File: src/rtl/pipeline_stall_unit_pkg.sv
// ============================================================================
// Module : pipeline_stall_unit_pkg
// Purpose: Shared constants for the pipeline stall/bubble controller:
//          stall-vector bit positions, FSM state encodings and the NOP word
//          that the ID/EX register is loaded with on a bubble.
// Ports  : none (package)
// Rev    : 1.0  initial release
// ============================================================================
`default_nettype none

package pipeline_stall_unit_pkg;

   // Bit positions inside the per-stage stall vector
   localparam int STALL_PC  = 0;
   localparam int STALL_IF  = 1;
   localparam int STALL_ID  = 2;
   localparam int STALL_EX  = 3;
   localparam int STALL_MEM = 4;
   localparam int STALL_WB  = 5;

   // FSM state encodings
   localparam int         STATE_WIDTH = 2;
   localparam logic [1:0] ST_IDLE     = 2'd0;
   localparam logic [1:0] ST_WAIT     = 2'd1;
   localparam logic [1:0] ST_ERROR    = 2'd2;

   // sll $0,$0,0 -- the canonical MIPS NOP
   localparam logic [31:0] NOP = 32'h0000_0000;

   // Stall vector holding the front end (PC, IF, ID) for a load-use hazard
   function automatic logic [5:0] load_use_mask();
      logic [5:0] m;
      m            = '0;
      m[STALL_PC]  = 1'b1;
      m[STALL_IF]  = 1'b1;
      m[STALL_ID]  = 1'b1;
      return m;
   endfunction

   // Stall vector freezing everything except WB, which is allowed to drain
   function automatic logic [5:0] mem_wait_mask();
      logic [5:0] m;
      m            = '1;
      m[STALL_WB]  = 1'b0;
      return m;
   endfunction

endpackage : pipeline_stall_unit_pkg

`default_nettype wire

File: src/rtl/pipeline_stall_unit_if.sv
// ============================================================================
// Module : pipeline_stall_unit_if
// Purpose: Bundles the hazard-detection inputs and stall-control outputs of
//          the pipeline stall unit.
// Ports  : master -- pipeline side: drives ID/EX/MEM status, receives stalls
//          slave  -- stall unit: consumes status, drives stall/bubble/timeout
//                    and the stall-cycle counter
// Rev    : 1.0  initial release
// ============================================================================
`default_nettype none

interface pipeline_stall_unit_if #(
   parameter int REG_ADDR_WIDTH = 5,
   parameter int STAGE_COUNT    = 6,
   parameter int COUNT_WIDTH    = 32
);

   logic                      id_read_enable_1;
   logic                      id_read_enable_2;
   logic [REG_ADDR_WIDTH-1:0] id_read_address_1;
   logic [REG_ADDR_WIDTH-1:0] id_read_address_2;
   logic                      ex_is_load;
   logic [REG_ADDR_WIDTH-1:0] ex_write_address;
   logic                      mem_request;
   logic                      mem_ready;
   logic [STAGE_COUNT-1:0]    stall;
   logic                      bubble;
   logic                      timeout;
   logic [COUNT_WIDTH-1:0]    stall_cycles;

   modport master (
      output id_read_enable_1, id_read_enable_2,
      output id_read_address_1, id_read_address_2,
      output ex_is_load, ex_write_address,
      output mem_request, mem_ready,
      input  stall, bubble, timeout, stall_cycles
   );

   modport slave (
      input  id_read_enable_1, id_read_enable_2,
      input  id_read_address_1, id_read_address_2,
      input  ex_is_load, ex_write_address,
      input  mem_request, mem_ready,
      output stall, bubble, timeout, stall_cycles
   );

endinterface : pipeline_stall_unit_if

`default_nettype wire

File: src/rtl/pipeline_stall_unit_hazard_compare.sv
// ============================================================================
// Module : pipeline_stall_unit_hazard_compare
// Purpose: Combinational load-use detector. Flags a hazard when the load in
//          EX writes a register (other than $0) that ID is about to read on
//          either operand.
// Ports  : read_enable_1_i/2_i   ID operand read enables
//          read_address_1_i/2_i  ID operand register indices
//          ex_is_load_i          EX holds a load
//          ex_write_address_i    EX destination register
//          hazard_o              load-use hazard this cycle
// Rev    : 1.0  initial release
// ============================================================================
`default_nettype none

module pipeline_stall_unit_hazard_compare #(
   parameter int REG_ADDR_WIDTH = 5
) (
   input  wire logic                      read_enable_1_i,
   input  wire logic [REG_ADDR_WIDTH-1:0] read_address_1_i,
   input  wire logic                      read_enable_2_i,
   input  wire logic [REG_ADDR_WIDTH-1:0] read_address_2_i,
   input  wire logic                      ex_is_load_i,
   input  wire logic [REG_ADDR_WIDTH-1:0] ex_write_address_i,
   output logic                           hazard_o
);

   logic match_1;
   logic match_2;
   logic dest_valid;

   // $0 is hard-wired to zero, so a load targeting it never produces data
   assign dest_valid = ex_is_load_i & (ex_write_address_i != '0);
   assign match_1    = read_enable_1_i & (read_address_1_i == ex_write_address_i);
   assign match_2    = read_enable_2_i & (read_address_2_i == ex_write_address_i);
   assign hazard_o   = dest_valid & (match_1 | match_2);

endmodule : pipeline_stall_unit_hazard_compare

`default_nettype wire

File: src/rtl/pipeline_stall_unit.sv
// ============================================================================
// Module : pipeline_stall_unit
// Purpose: Stall/bubble controller for the 5-stage MIPS pipeline. Handles the
//          single-cycle load-use stall, variable-latency data memory waits,
//          a sticky wait-timeout error and a saturating stall-cycle counter.
// Ports  : clock   rising-edge clock
//          reset   asynchronous, active-high
//          bus     pipeline_stall_unit_if.slave:
//                    in : id_read_enable_1/2, id_read_address_1/2,
//                         ex_is_load, ex_write_address, mem_request, mem_ready
//                    out: stall[STAGE_COUNT], bubble, timeout, stall_cycles
// Rev    : 1.0  initial release
// ============================================================================
`default_nettype none

module pipeline_stall_unit
   import pipeline_stall_unit_pkg::*;
#(
   parameter int REG_ADDR_WIDTH = 5,
   parameter int STAGE_COUNT    = 6,
   parameter int WAIT_WIDTH     = 4,   // must be >= 2
   parameter int COUNT_WIDTH    = 32
) (
   input  wire logic            clock,
   input  wire logic            reset,
   pipeline_stall_unit_if.slave bus
);

   // Number of consecutive wait cycles after which the access is declared dead
   localparam logic [WAIT_WIDTH-1:0] WAIT_LIMIT = '1;

   logic [STATE_WIDTH-1:0] state_q;
   logic [STATE_WIDTH-1:0] state_d;
   logic [WAIT_WIDTH-1:0]  wait_cnt_q;
   logic [WAIT_WIDTH-1:0]  wait_cnt_d;
   logic                   timeout_q;
   logic                   timeout_d;
   logic [COUNT_WIDTH-1:0] stall_cnt_q;
   logic [COUNT_WIDTH-1:0] stall_cnt_d;

   logic                   hazard;
   logic                   mem_wait;
   logic [STAGE_COUNT-1:0] stall_vec;
   logic                   bubble;

   // ------------------------------------------------------------------------
   // Load-use comparator
   // ------------------------------------------------------------------------
   pipeline_stall_unit_hazard_compare #(
      .REG_ADDR_WIDTH (REG_ADDR_WIDTH)
   ) u_hazard_compare (
      .read_enable_1_i    (bus.id_read_enable_1),
      .read_address_1_i   (bus.id_read_address_1),
      .read_enable_2_i    (bus.id_read_enable_2),
      .read_address_2_i   (bus.id_read_address_2),
      .ex_is_load_i       (bus.ex_is_load),
      .ex_write_address_i (bus.ex_write_address),
      .hazard_o           (hazard)
   );

   // An access is outstanding and not completing this cycle
   assign mem_wait = bus.mem_request & ~bus.mem_ready;

   // ------------------------------------------------------------------------
   // Stall vector / bubble. Purely combinational so the cycle mem_ready
   // rises already releases the pipeline. Gated by reset so the outputs
   // collapse to zero the instant reset is asserted.
   // ------------------------------------------------------------------------
   always_comb begin
      stall_vec = '0;
      bubble    = 1'b0;
      if (reset) begin
         stall_vec = '0;
      end else if (state_q == ST_ERROR) begin
         stall_vec = '1;
      end else if (mem_wait) begin
         // Memory wait wins over load-use; no bubble since ID/EX is frozen
         stall_vec = STAGE_COUNT'(mem_wait_mask());
      end else if (hazard) begin
         stall_vec = STAGE_COUNT'(load_use_mask());
         bubble    = 1'b1;
      end
   end

   // ------------------------------------------------------------------------
   // Memory-wait FSM and wait counter. The counter tracks how many
   // consecutive cycles the current access has been waiting.
   // ------------------------------------------------------------------------
   always_comb begin
      state_d    = state_q;
      wait_cnt_d = wait_cnt_q;
      timeout_d  = timeout_q;
      case (state_q)
         ST_IDLE: begin
            if (mem_wait) begin
               state_d    = ST_WAIT;
               wait_cnt_d = WAIT_WIDTH'(1);
            end
         end
         ST_WAIT: begin
            if (mem_wait) begin
               wait_cnt_d = wait_cnt_q + 1'b1;
               if (wait_cnt_q == WAIT_LIMIT - 1'b1) begin
                  state_d   = ST_ERROR;
                  timeout_d = 1'b1;
               end
            end else begin
               // Completed (mem_ready) or abandoned (request dropped)
               state_d    = ST_IDLE;
               wait_cnt_d = '0;
            end
         end
         ST_ERROR: begin
            state_d = ST_ERROR;
         end
         default: begin
            state_d    = ST_IDLE;
            wait_cnt_d = '0;
         end
      endcase
   end

   // Saturating count of cycles with any stall bit set
   always_comb begin
      stall_cnt_d = stall_cnt_q;
      if ((|stall_vec) && (stall_cnt_q != {COUNT_WIDTH{1'b1}})) begin
         stall_cnt_d = stall_cnt_q + 1'b1;
      end
   end

   always_ff @(posedge clock or posedge reset) begin
      if (reset) begin
         state_q     <= ST_IDLE;
         wait_cnt_q  <= '0;
         timeout_q   <= 1'b0;
         stall_cnt_q <= '0;
      end else begin
         state_q     <= state_d;
         wait_cnt_q  <= wait_cnt_d;
         timeout_q   <= timeout_d;
         stall_cnt_q <= stall_cnt_d;
      end
   end

   assign bus.stall        = stall_vec;
   assign bus.bubble       = bubble;
   assign bus.timeout      = timeout_q;
   assign bus.stall_cycles = stall_cnt_q;

endmodule : pipeline_stall_unit

`default_nettype wire

File: src/flat_wrapper.sv
// flat-port wrapper written by rule: the top's interface ports become plain ports
module pipeline_stall_unit_flat import pipeline_stall_unit_pkg::*;
#(
   parameter int REG_ADDR_WIDTH = 5,
   parameter int STAGE_COUNT    = 6,
   parameter int WAIT_WIDTH     = 4,                  
   parameter int COUNT_WIDTH    = 32
)
  (clock, reset, bus_id_read_enable_1, bus_id_read_enable_2, bus_id_read_address_1, bus_id_read_address_2, bus_ex_is_load, bus_ex_write_address, bus_mem_request, bus_mem_ready, bus_stall, bus_bubble, bus_timeout, bus_stall_cycles);
  pipeline_stall_unit_if #(.REG_ADDR_WIDTH(REG_ADDR_WIDTH), .STAGE_COUNT(STAGE_COUNT), .COUNT_WIDTH(COUNT_WIDTH)) bus_i ();
  input  wire logic clock;
  input  wire logic reset;
  input wire logic [$bits(bus_i.id_read_enable_1)-1:0] bus_id_read_enable_1;
  input wire logic [$bits(bus_i.id_read_enable_2)-1:0] bus_id_read_enable_2;
  input wire logic [$bits(bus_i.id_read_address_1)-1:0] bus_id_read_address_1;
  input wire logic [$bits(bus_i.id_read_address_2)-1:0] bus_id_read_address_2;
  input wire logic [$bits(bus_i.ex_is_load)-1:0] bus_ex_is_load;
  input wire logic [$bits(bus_i.ex_write_address)-1:0] bus_ex_write_address;
  input wire logic [$bits(bus_i.mem_request)-1:0] bus_mem_request;
  input wire logic [$bits(bus_i.mem_ready)-1:0] bus_mem_ready;
  output wire logic [$bits(bus_i.stall)-1:0] bus_stall;
  output wire logic [$bits(bus_i.bubble)-1:0] bus_bubble;
  output wire logic [$bits(bus_i.timeout)-1:0] bus_timeout;
  output wire logic [$bits(bus_i.stall_cycles)-1:0] bus_stall_cycles;
  assign bus_i.id_read_enable_1 = bus_id_read_enable_1;
  assign bus_i.id_read_enable_2 = bus_id_read_enable_2;
  assign bus_i.id_read_address_1 = bus_id_read_address_1;
  assign bus_i.id_read_address_2 = bus_id_read_address_2;
  assign bus_i.ex_is_load = bus_ex_is_load;
  assign bus_i.ex_write_address = bus_ex_write_address;
  assign bus_i.mem_request = bus_mem_request;
  assign bus_i.mem_ready = bus_mem_ready;
  assign bus_stall = bus_i.stall;
  assign bus_bubble = bus_i.bubble;
  assign bus_timeout = bus_i.timeout;
  assign bus_stall_cycles = bus_i.stall_cycles;
  pipeline_stall_unit #(.REG_ADDR_WIDTH(REG_ADDR_WIDTH), .STAGE_COUNT(STAGE_COUNT), .WAIT_WIDTH(WAIT_WIDTH), .COUNT_WIDTH(COUNT_WIDTH)) u_core (.clock(clock), .reset(reset), .bus(bus_i));
endmodule
File: config.mk
export PLATFORM = sky130hd
export DESIGN_NAME = pipeline_stall_unit_flat
export DESIGN_NICKNAME = d
export VERILOG_FILES = /design/src/rtl/pipeline_stall_unit_pkg.sv /design/src/rtl/pipeline_stall_unit_if.sv /design/src/rtl/pipeline_stall_unit_hazard_compare.sv /design/src/rtl/pipeline_stall_unit.sv /design/src/flat_wrapper.sv
export SDC_FILE = /design/constraint.sdc
export NUM_CORES = 1
export LEC_CHECK = 0
export ABC_AREA = 1
export CAP_MARGIN = 20
export CORE_AREA = 2 2 59 103
export CTS_CLUSTER_DIAMETER = 150
export DETAILED_ROUTE_END_ITERATION = 7
export DIE_AREA = 0 0 61 105
export MAX_ROUTING_LAYER = met4
export PLACE_DENSITY = 0.79
export SYNTH_ARGS = -nofsm -noshare
export SYNTH_HDL_FRONTEND = slang
export SYNTH_SLANG_ARGS = --single-unit
File: constraint.sdc
create_clock -name clock -period 2.68 [get_ports clock]
set_clock_uncertainty 0.05 [all_clocks]
set_input_delay 0.268 -clock clock [delete_from_list [all_inputs] [get_ports clock]]
set_output_delay 0.268 -clock clock [all_outputs]
set_load 0.01 [all_outputs]
==> impl_metrics.env <==
export IMPL_status="completed"
export IMPL_ys_types=21
export IMPL_wire_per_inst_um=13.2
export IMPL_final_cell_area_mm2=0.00355
export IMPL_h_tree_depth=2
export IMPL_setup_tns_ns=0
export IMPL_post_route_period_util_pct=89.9
export IMPL_synth_area_per_cell_um2=6.32
export IMPL_die_area_mm2=0.00641
export IMPL_chipWidth_um=61
export IMPL_antenna_found_initial=0
export IMPL_clk_pin_slew_ns=0.08
export IMPL_use_met1_pct=30.2
export IMPL_fin_nets=528
export IMPL_start_util_pct=50.4
export IMPL_cts_made_buffers=5
export IMPL_rows=36
export IMPL_drc_errors=0
export IMPL_synth_seq_area_share_pct=34.9
export IMPL_cts_sink_count=39
export IMPL_fmax_mhz=415
export IMPL_grt_use_total_pct=26.9
export IMPL_postCtsSetupBuffers=0
export IMPL_grt_pass1_vias=2814
export IMPL_detail_route_iter0_violations=163
export IMPL_routabilityCongestion=0.900
export IMPL_busiest_layer="met2"
export IMPL_final_util_pct=64.1
export IMPL_dpl_hpwl_um=6150
export IMPL_place_area_mm2=0.00345
export IMPL_met2_usage_pct=45.5
export IMPL_placed_cells=572
export IMPL_syn_nets=467
export IMPL_holdBufCountCts=0
export IMPL_finalSetupViolCount=0
export IMPL_antenna_left=0
export IMPL_syn2layout_area_growth_pct=27.1
export IMPL_syn_area_mm2=0.00279
export IMPL_vias=2887
export IMPL_final_fill_count=549
export IMPL_die_h_um=105
export IMPL_hold_viol=0
export IMPL_ys_seq_elements=39
export IMPL_cts_max_path_buffers=2
export IMPL_synth_top_cell_area_share_pct=34.9
export IMPL_worstPathArrival_ns=2.09
export IMPL_yosysTopAreaCell="dfrtp_1"
export IMPL_dp_slack_ns=0.233
export IMPL_multi_input_area_mm2=0.00159
export IMPL_drv_slew=0
export IMPL_crit_path_start_kind="primary input"
export IMPL_timing_max_cap_violations=0
export IMPL_endpoint_kind="primary output"
export IMPL_grt_use_met3_pct=3.09
export IMPL_cts_tree="built"
export IMPL_power_density_mw_per_mm2=394
export IMPL_ys_warn_count=0
export IMPL_drive_gt1_share_pct=3.37
export IMPL_register_area_um2=976
export IMPL_via_per_inst=4.98
export IMPL_cts_resized=0
export IMPL_hold_class="register to register"
export IMPL_grt_remaining_overflow=0
export IMPL_ir_drop_uv=254
export IMPL_antenna_cells=0
export IMPL_clk_latency_ns=0.30
export IMPL_tightest_slew_ns=0.500
export IMPL_slew_limit_headroom_pct=66.7
export IMPL_dr_pass1_iters=5
export IMPL_yosys_top_cells_area="dfrtp_1 (35%), nand2_1 (27%), nor2_1 (8.9%)"
export IMPL_path_class="primary input to primary output"
export IMPL_port_buffers=61
export IMPL_drt_total_wl_um=7630
export IMPL_grt_max_degree=40
export IMPL_setup_slack_ns=0.272
export IMPL_synthCells=442
export IMPL_critPathRequiredTime_ns=2.36
export IMPL_ioPinCount=62
export IMPL_rsz0062_at_grt="false"
export IMPL_fin_cells=580
export IMPL_core_mm2=0.00554
export IMPL_period_minus_slack_ns=2.41
export IMPL_grt_first_pass_wirelength_um=12700
export IMPL_root_buffer="clkbuf_8"
export IMPL_path_max_fanout=4
export IMPL_cellLeakagePower_nw=1.69
[logic make-up (layout without fill, tap and decap cells)]
group                      count (synthesis)  count (layout)  synth area share (%)
DFF                                       39              39                  34.9
and+or+nand+nor                          329             329                  49.3
xor gates and xnor gates                  17              17                  5.33
AOI/OAI and AO/OA                          5               5                 0.985
buffers and inverters                     49             111                  8.06
adders and majority gates                  3               3                  1.34
[critical path: stages]
cell and delay (ns):
clkdlybuf4s50_1 0.50, inv_1 0.08, nand2_1 0.06, nand2_1 0.05, nor2_1 0.12, nand3_1 0.08
nand2_1 0.07, nand2_1 0.09, nand2_1 0.18, clkdlybuf4s50_1 0.58
[flip-flops by register name, summed over array words and instances, names as in the netlist]
signal                   cells
u_core.bus.timeout           1
u_core.bus.stall_cycles     32
u_core.state_q               2
u_core.wait_cnt_q            4
[cells in the mapped netlist]
cell type and number:
a21oi_1 1, nand3_1 42, buf_2 6, nor2_1 66, nand3_2 2, dfrtp_1 39, nand3b_1 10, ha_1 3
o22ai_1 2, nor3_1 2, xnor2_1 6, nand2_1 198, buf_4 3, inv_1 37, xor2_1 11, nor4_1 1
nand2_4 1, o21ai_0 2, nand4_1 5, nor2_4 2, buf_6 3
[stage by stage]
stage / power, mW / hold slack (ns)
6_report: 1.40 / 0.435
5_1_grt: 1.47 / 0.451
4_1_cts: 1.41 / 0.438
3_5_place_dp: 0.966 / 0.419
3_3_place_gp: 0.959 / 0.409
2_1_floorplan: 0.827 / 0.409
[layout make-up]
type,instances,area share [%]
clock buffers,8,2.82
inverters,37,3.91
multi-input cells,354,44.8
flip-flops and latches,39,27.5
well taps,76,2.68
repair buffers,66,18.3
[power by group]
part	leakage [nW]	switching, mW	internal [mW]
clock	0.0515	0.212	0.235
sequential	0.523	0.0518	0.618
combinational	1.12	0.142	0.140
[final timing paths]
check / startpoint / end / slack (ns) / cells after the start
setup / recovery: bus_ex_write_address[4] / bus_stall[0] / 0.27 / 10
max in group asynchronous: reset / u_core.bus.stall_cycles[20] / 1.74 / 3
hold reg to reg: u_core.bus.timeout / u_core.bus.timeout / 0.43 / 2
min in group asynchronous: reset / u_core.bus.stall_cycles[12] / 0.49 / 3
hold / removal: u_core.bus.timeout / u_core.bus.timeout / 0.43 / 2
setup reg to reg: u_core.bus.stall_cycles[0] / u_core.bus.stall_cycles[29] / 0.49 / 9
[per-layer routing]
layer  wire (µm)  share of wire [%]
met1        3010                 39
met2        4190                 55
met3         217                2.8
met4         214                2.8
met5           0                  0
[cells in the final DEF, fill, tap and decap left out, drive strengths merged]
cell	instances
nor4	1
dfrtp	39
a21oi	1
nand3	44
xnor2	6
nand3b	10
clkdlybuf4s50	61
nand4	5
inv	37
o21ai	2
nor2	68
o22ai	2
nand2	199
buf	5
nor3	2
xor2	11
ha	3
clkbuf	8
(Power assumes the default switching activity.)
